<file path="src/rtl/i2s_clk_ctrl.sv">
// ============================================================================
//  Module      : i2s_clk_ctrl
//  Description : I2S master timing: divides mclk into sclk/lrclk, issues
//                one-mclk-early edge strobes and the per-frame sample handshake.
//  Revision    : 1.0 - initial release
// ============================================================================
`default_nettype none

module i2s_clk_ctrl #(
  parameter int MCLK_PER_SCLK  = 4,
  parameter int SCLK_PER_FRAME = 64,
  parameter int FCNT_W         = 16
) (
  input  logic              mclk,
  input  logic              reset,
  input  logic              i_enable,
  input  logic              i_sample_ready,
  input  logic              i_clear_overrun,
  output logic              o_sclk,
  output logic              o_lrclk,
  output logic              o_next_sclk_rise,
  output logic              o_next_sclk_fall,
  output logic              o_next_lrclk_rise,
  output logic              o_next_lrclk_fall,
  output logic              o_running,
  output logic              o_sample_valid,
  output logic              o_overrun,
  output logic [FCNT_W-1:0] o_frame_count
);

  localparam int c_half  = MCLK_PER_SCLK / 2;
  localparam int c_div_w = $clog2(MCLK_PER_SCLK);
  localparam int c_bit_w = $clog2(SCLK_PER_FRAME);

  localparam logic [c_div_w-1:0] c_div_max  = c_div_w'(MCLK_PER_SCLK - 1);
  localparam logic [c_div_w-1:0] c_div_rise = c_div_w'(c_half - 1);
  localparam logic [c_div_w-1:0] c_div_half = c_div_w'(c_half);
  localparam logic [c_bit_w-1:0] c_bit_max  = c_bit_w'(SCLK_PER_FRAME - 1);
  localparam logic [c_bit_w-1:0] c_bit_lr   = c_bit_w'(SCLK_PER_FRAME / 2 - 1);
  localparam logic [c_bit_w-1:0] c_bit_half = c_bit_w'(SCLK_PER_FRAME / 2);

  localparam logic [1:0] c_st_idle     = 2'd0;
  localparam logic [1:0] c_st_run      = 2'd1;
  localparam logic [1:0] c_st_stopping = 2'd2;

  logic [1:0]         r_state;
  logic [1:0]         w_state_nxt;
  logic [c_div_w-1:0] r_div_cnt;
  logic [c_div_w-1:0] w_div_nxt;
  logic [c_bit_w-1:0] r_bit_cnt;
  logic [c_bit_w-1:0] w_bit_nxt;
  logic               r_sclk;
  logic               r_lrclk;
  logic               r_fill;
  logic               r_valid;
  logic               r_overrun;
  logic [FCNT_W-1:0]  r_frame_count;
  logic               w_running;
  logic               w_sclk_rise;
  logic               w_sclk_fall;
  logic               w_lrclk_rise;
  logic               w_lrclk_fall;
  logic               w_set;

  // FSM: state register
  always_ff @(posedge mclk) begin
    if (reset) begin
      r_state <= c_st_idle;
    end else begin
      r_state <= w_state_nxt;
    end
  end

  // FSM: next state; re-enable while stopping takes precedence over the stop
  always_comb begin
    w_state_nxt = r_state;
    case (r_state)
      c_st_idle:     if (i_enable) w_state_nxt = c_st_run;
      c_st_run:      if (!i_enable) w_state_nxt = c_st_stopping;
      c_st_stopping: begin
        if (i_enable) begin
          w_state_nxt = c_st_run;
        end else if (w_lrclk_fall) begin
          w_state_nxt = c_st_idle;
        end
      end
      default:       w_state_nxt = c_st_idle;
    endcase
  end

  // FSM: outputs
  always_comb begin
    w_running    = (r_state != c_st_idle);
    w_sclk_rise  = w_running && (r_div_cnt == c_div_rise);
    w_sclk_fall  = w_running && (r_div_cnt == c_div_max);
    w_lrclk_rise = w_sclk_fall && (r_bit_cnt == c_bit_lr);
    w_lrclk_fall = w_sclk_fall && (r_bit_cnt == c_bit_max);
  end

  // Counters only advance while running; the stop lands on the frame wrap,
  // so IDLE always begins with both counters at zero.
  always_comb begin
    w_div_nxt = '0;
    w_bit_nxt = '0;
    if (w_running) begin
      w_bit_nxt = r_bit_cnt;
      if (r_div_cnt == c_div_max) begin
        w_div_nxt = '0;
        w_bit_nxt = (r_bit_cnt == c_bit_max) ? '0 : r_bit_cnt + c_bit_w'(1);
      end else begin
        w_div_nxt = r_div_cnt + c_div_w'(1);
      end
    end
  end

  always_ff @(posedge mclk) begin
    if (reset) begin
      r_div_cnt <= '0;
      r_bit_cnt <= '0;
      r_sclk    <= 1'b0;
      r_lrclk   <= 1'b0;
    end else begin
      r_div_cnt <= w_div_nxt;
      r_bit_cnt <= w_bit_nxt;
      r_sclk    <= (w_div_nxt >= c_div_half);
      r_lrclk   <= (w_bit_nxt >= c_bit_half);
    end
  end

  // The first frame after start-up is only partially captured and is dropped.
  assign w_set = w_lrclk_fall && !r_fill;

  always_ff @(posedge mclk) begin
    if (reset) begin
      r_fill        <= 1'b1;
      r_valid       <= 1'b0;
      r_overrun     <= 1'b0;
      r_frame_count <= '0;
    end else begin
      if (!w_running) begin
        r_fill <= 1'b1;
      end else if (w_lrclk_fall) begin
        r_fill <= 1'b0;
      end

      if (w_set) begin
        r_valid <= 1'b1;
      end else if (r_valid && i_sample_ready) begin
        r_valid <= 1'b0;
      end

      if (w_set && r_valid && !i_sample_ready) begin
        r_overrun <= 1'b1;
      end else if (i_clear_overrun) begin
        r_overrun <= 1'b0;
      end

      if (w_lrclk_fall) begin
        r_frame_count <= r_frame_count + FCNT_W'(1);
      end
    end
  end

  assign o_sclk            = r_sclk;
  assign o_lrclk           = r_lrclk;
  assign o_next_sclk_rise  = w_sclk_rise;
  assign o_next_sclk_fall  = w_sclk_fall;
  assign o_next_lrclk_rise = w_lrclk_rise;
  assign o_next_lrclk_fall = w_lrclk_fall;
  assign o_running         = w_running;
  assign o_sample_valid    = r_valid;
  assign o_overrun         = r_overrun;
  assign o_frame_count     = r_frame_count;

endmodule

`default_nettype wire

</file>
<file path="config.mk">
export PLATFORM = sky130hd
export DESIGN_NAME = i2s_clk_ctrl
export DESIGN_NICKNAME = d
export VERILOG_FILES = /design/src/rtl/i2s_clk_ctrl.sv
export SDC_FILE = /design/constraint.sdc
export NUM_CORES = 1
export LEC_CHECK = 0
export CAP_MARGIN = 20
export CORE_ASPECT_RATIO = 1.1
export CORE_MARGIN = 1
export CORE_UTILIZATION = 40
export DETAILED_ROUTE_END_ITERATION = 10
export PLACE_DENSITY = 0.73
export SYNTH_ARGS = -nofsm -noshare
export SYNTH_HDL_FRONTEND = slang
export SYNTH_SLANG_ARGS = --single-unit
</file>
<file path="constraint.sdc">
create_clock -name mclk -period 3.85 [get_ports mclk]
set_clock_uncertainty 0.2 [all_clocks]
set_input_delay 0.385 -clock mclk [delete_from_list [all_inputs] [get_ports mclk]]
set_output_delay 0.385 -clock mclk [all_outputs]
set_load 0.1 [all_outputs]
</file>
==> qor.txt <==
Slew headroom: 35.1%
Avg Inst Size Synth: 8.85 sq um
worst slew pin tran: 970 ps
Sw Share: 22.6%
CTS root buffer: clkbuf_4
Sequential Power Share: 62.3%
RePlAce Congestion: 0.824
clock buffer count from CTS: 5
CP endpoint: o_next_sclk_rise
failing checks: DRC
TritonCTS Sinks: 30
Hold WC Path Type: reg2reg
fraction of layout instances using a drive strength above 1: 8.84%
P_leak: 0.580 nW
Gate Count Post-Synth: 151
YS warnings: 0
R2R setup slack: 1400 ps
RSZ-0062 raised after global routing: no
Int Pwr: 0.390 mW
Most used DFF post-synth: dfxtp_1
DPL Wire Length: 2000 um
Post-Synthesis Cell Area: 1340 sq um
Final Cycle Share: 70.7%
DP Area: 1640 sq um
non-filler cells, final: 215
Worst VDD drop: 0.000187 V
routed wire length: 2690 um
Fmax: 367 MHz
global-route wire length before repair: 4760 um
clk slew on worst S/H paths: 90 ps
DR WL/cell: 12.5 um
Max Cap Viol: 0
post-route DRC violation count: 4
min Tclk post-route: 2720 ps
global-route usage over all layers: 17.2%
drt initial violations: 40
die outline height: 62.6 um
I/O pin cnt: 30
critical path endpoint category: primary output
Cell variety after synth: 33
post_cts resized: 0
global route overflow: 0
r2r worst-path depth: 5
antenna viol nets, final: 0
type of the worst setup path: reg2out
Sw Pwr: 0.114 mW
routed vias: 1155
largest net degree at the start of global routing: 23
CTS tree: done
Final Hold Vio Count: 0
Comb power frac: 5.5%
Critical Path Start: r_state[0]$_SDFFE_PP0P_
Die ar.: 3580 sq um
syn nets: 160
CTS Hold Bufs: 0
Core Rows: 21
antenna cells: 0
P&R area growth vs syn: 25.7%
Max Slew Vio Count: 0
port bufs: 29
Clk Latency, worst-skew pair: 320 ps
final instance area: 1680 sq um
Seq/Total Area, Yosys: 44.9%
vias per std cell: 5.37
setup bufs post-CTS: 0
Worst Path Max Fanout: 6
CP startpoint kind: flop
Bufs on Longest Clock Path: 2
clock network fraction of total power: 32.2%
Hold WS: 260 ps
vias in the first global route: 1112
EDFF count, synth: 0
fin nets: 190
first-pass detailed-route iteration total: 7
final setup vio count: 0
Die W: 57.1 um
H-tree Lvls: 2
Placed Cells: 208
outcome: finished with violations
asr flop ratio synth: 0%
CP required: 3260 ps
flops & latches, synth: 30
launch point of the worst reg-to-reg path: r_div_cnt[0]$_SDFF_PP0_
Setup TNS: 0 ps
PwrDens: 300 nW/um^2
hold path depth: 1
initial antenna violation count: 0
worst path arrival time: 2140 ps
core area: 3100 sq um
r2r endpoint: o_frame_count[8]$_SDFFE_PP0P_
final core occ: 54.2%
Starting Density: 43.1%
[per-layer routing]
metal / routed length, um / up-vias / GRT usage [%]
li1: - / 589 / -
met1: 1220 / 529 / 19.3
met2: 1290 / 30 / 29.4
met3: 143 / 7 / 5.59
met4: 45 / 0 / 7.62
met5: 0 / - / 0
[power by group through the flow]
stage	combinational (mW)	clock, mW	sequential, mW
floorplan	0.0177	0	0.322
global route	0.0298	0.184	0.315
finish	0.0277	0.162	0.314
detailed placement	0.0277	0	0.321
global placement	0.0269	0	0.321
CTS	0.0279	0.168	0.314
[final cells by class]
cell class                      count  area [sq um]
Timing Repair Buffer               29           283
Tap cell                           34          42.5
Inverter                            8          30.0
Clock buffer                        7          45.0
Sequential cell                    30           601
Fill cell                         313          1420
Multi-Input combinational cell    107           679
[cells by family after synthesis]
logic type / share of synthesized area (%)
flops: 44.9
xor+xnor: 7.87
mux: 2.25
fa+ha+maj: 3.75
compound gates: 10.4
buf+inv: 4.21
simple gates: 26.6
[worst max-delay path: stages, from the launching register on]
cell and delay (ps):
dfxtp_1 430, nor2_1 110, nor2b_1 130, clkdlybuf4s50_1 1150
[metrics by stage]
stage               power, mW  worst slack [ps]
floorplan               0.340               234
global placement        0.348              1490
detailed placement      0.349              1430
CTS                     0.510              1130
global route            0.529              1010
finish                  0.504              1130
[Yosys cell counts (all sizes together) (3+ instances only)]
master  instances  share of area, %
a21oi          10               3.7
buf             3               1.1
clkbuf          3              0.84
dfxtp          30                45
ha              4               3.7
inv             8               2.2
mux2i           3               2.2
nand2           6               1.7
nand2b          3               1.4
nand3           6               2.2
nand4           7               4.4
nor2           19               5.3
nor3            4               1.5
nor4            4               1.9
o21ai           7               2.6
or3             7               3.4
or4             3               2.0
xnor2           7               4.6
xor2            5               3.3
[placed cells by master (no fill, tap or decap), drive strengths merged]
| cell | n |
|---|---|
| a211oi | 1 |
| inv | 8 |
| nand3 | 6 |
| mux2i | 3 |
| nor2b | 1 |
| o21ai | 7 |
| a31o | 2 |
| buf | 3 |
| a21oi | 10 |
| dfxtp | 30 |
| nor2 | 19 |
| a31oi | 1 |
| nand2 | 6 |
| nand2b | 3 |
| xor2 | 5 |
| or4 | 3 |
| xnor2 | 7 |
| or3 | 7 |
| nor3 | 4 |
| nor4 | 4 |
| a21o | 1 |
| and4 | 2 |
| o211ai | 1 |
| nand4 | 7 |
| clkbuf | 7 |
| or2 | 2 |
| clkdlybuf4s50 | 26 |
| ha | 4 |
| o31ai | 1 |
[how the worst min path moves through the flow]
stage / start / to / slack [ps]
after floorplan: r_fill$_SDFFE_PP1P_ / r_fill$_SDFFE_PP1P_ / 220
after global placement: r_div_cnt[0]$_SDFF_PP0_ / r_div_cnt[0]$_SDFF_PP0_ / 240
after detailed placement: r_fill$_SDFFE_PP1P_ / r_fill$_SDFFE_PP1P_ / 250
after CTS: r_fill$_SDFFE_PP1P_ / r_fill$_SDFFE_PP1P_ / 270
after global routing: r_fill$_SDFFE_PP1P_ / r_fill$_SDFFE_PP1P_ / 300
final: r_fill$_SDFFE_PP1P_ / r_fill$_SDFFE_PP1P_ / 260
[registers in the layout (all words and copies together), names as in the netlist]
register	cells
o_sclk	1
r_bit_cnt	6
o_overrun	1
r_fill	1
o_frame_count	16
o_sample_valid	1
r_state	2
r_div_cnt	2
(Power assumes the default switching activity.)
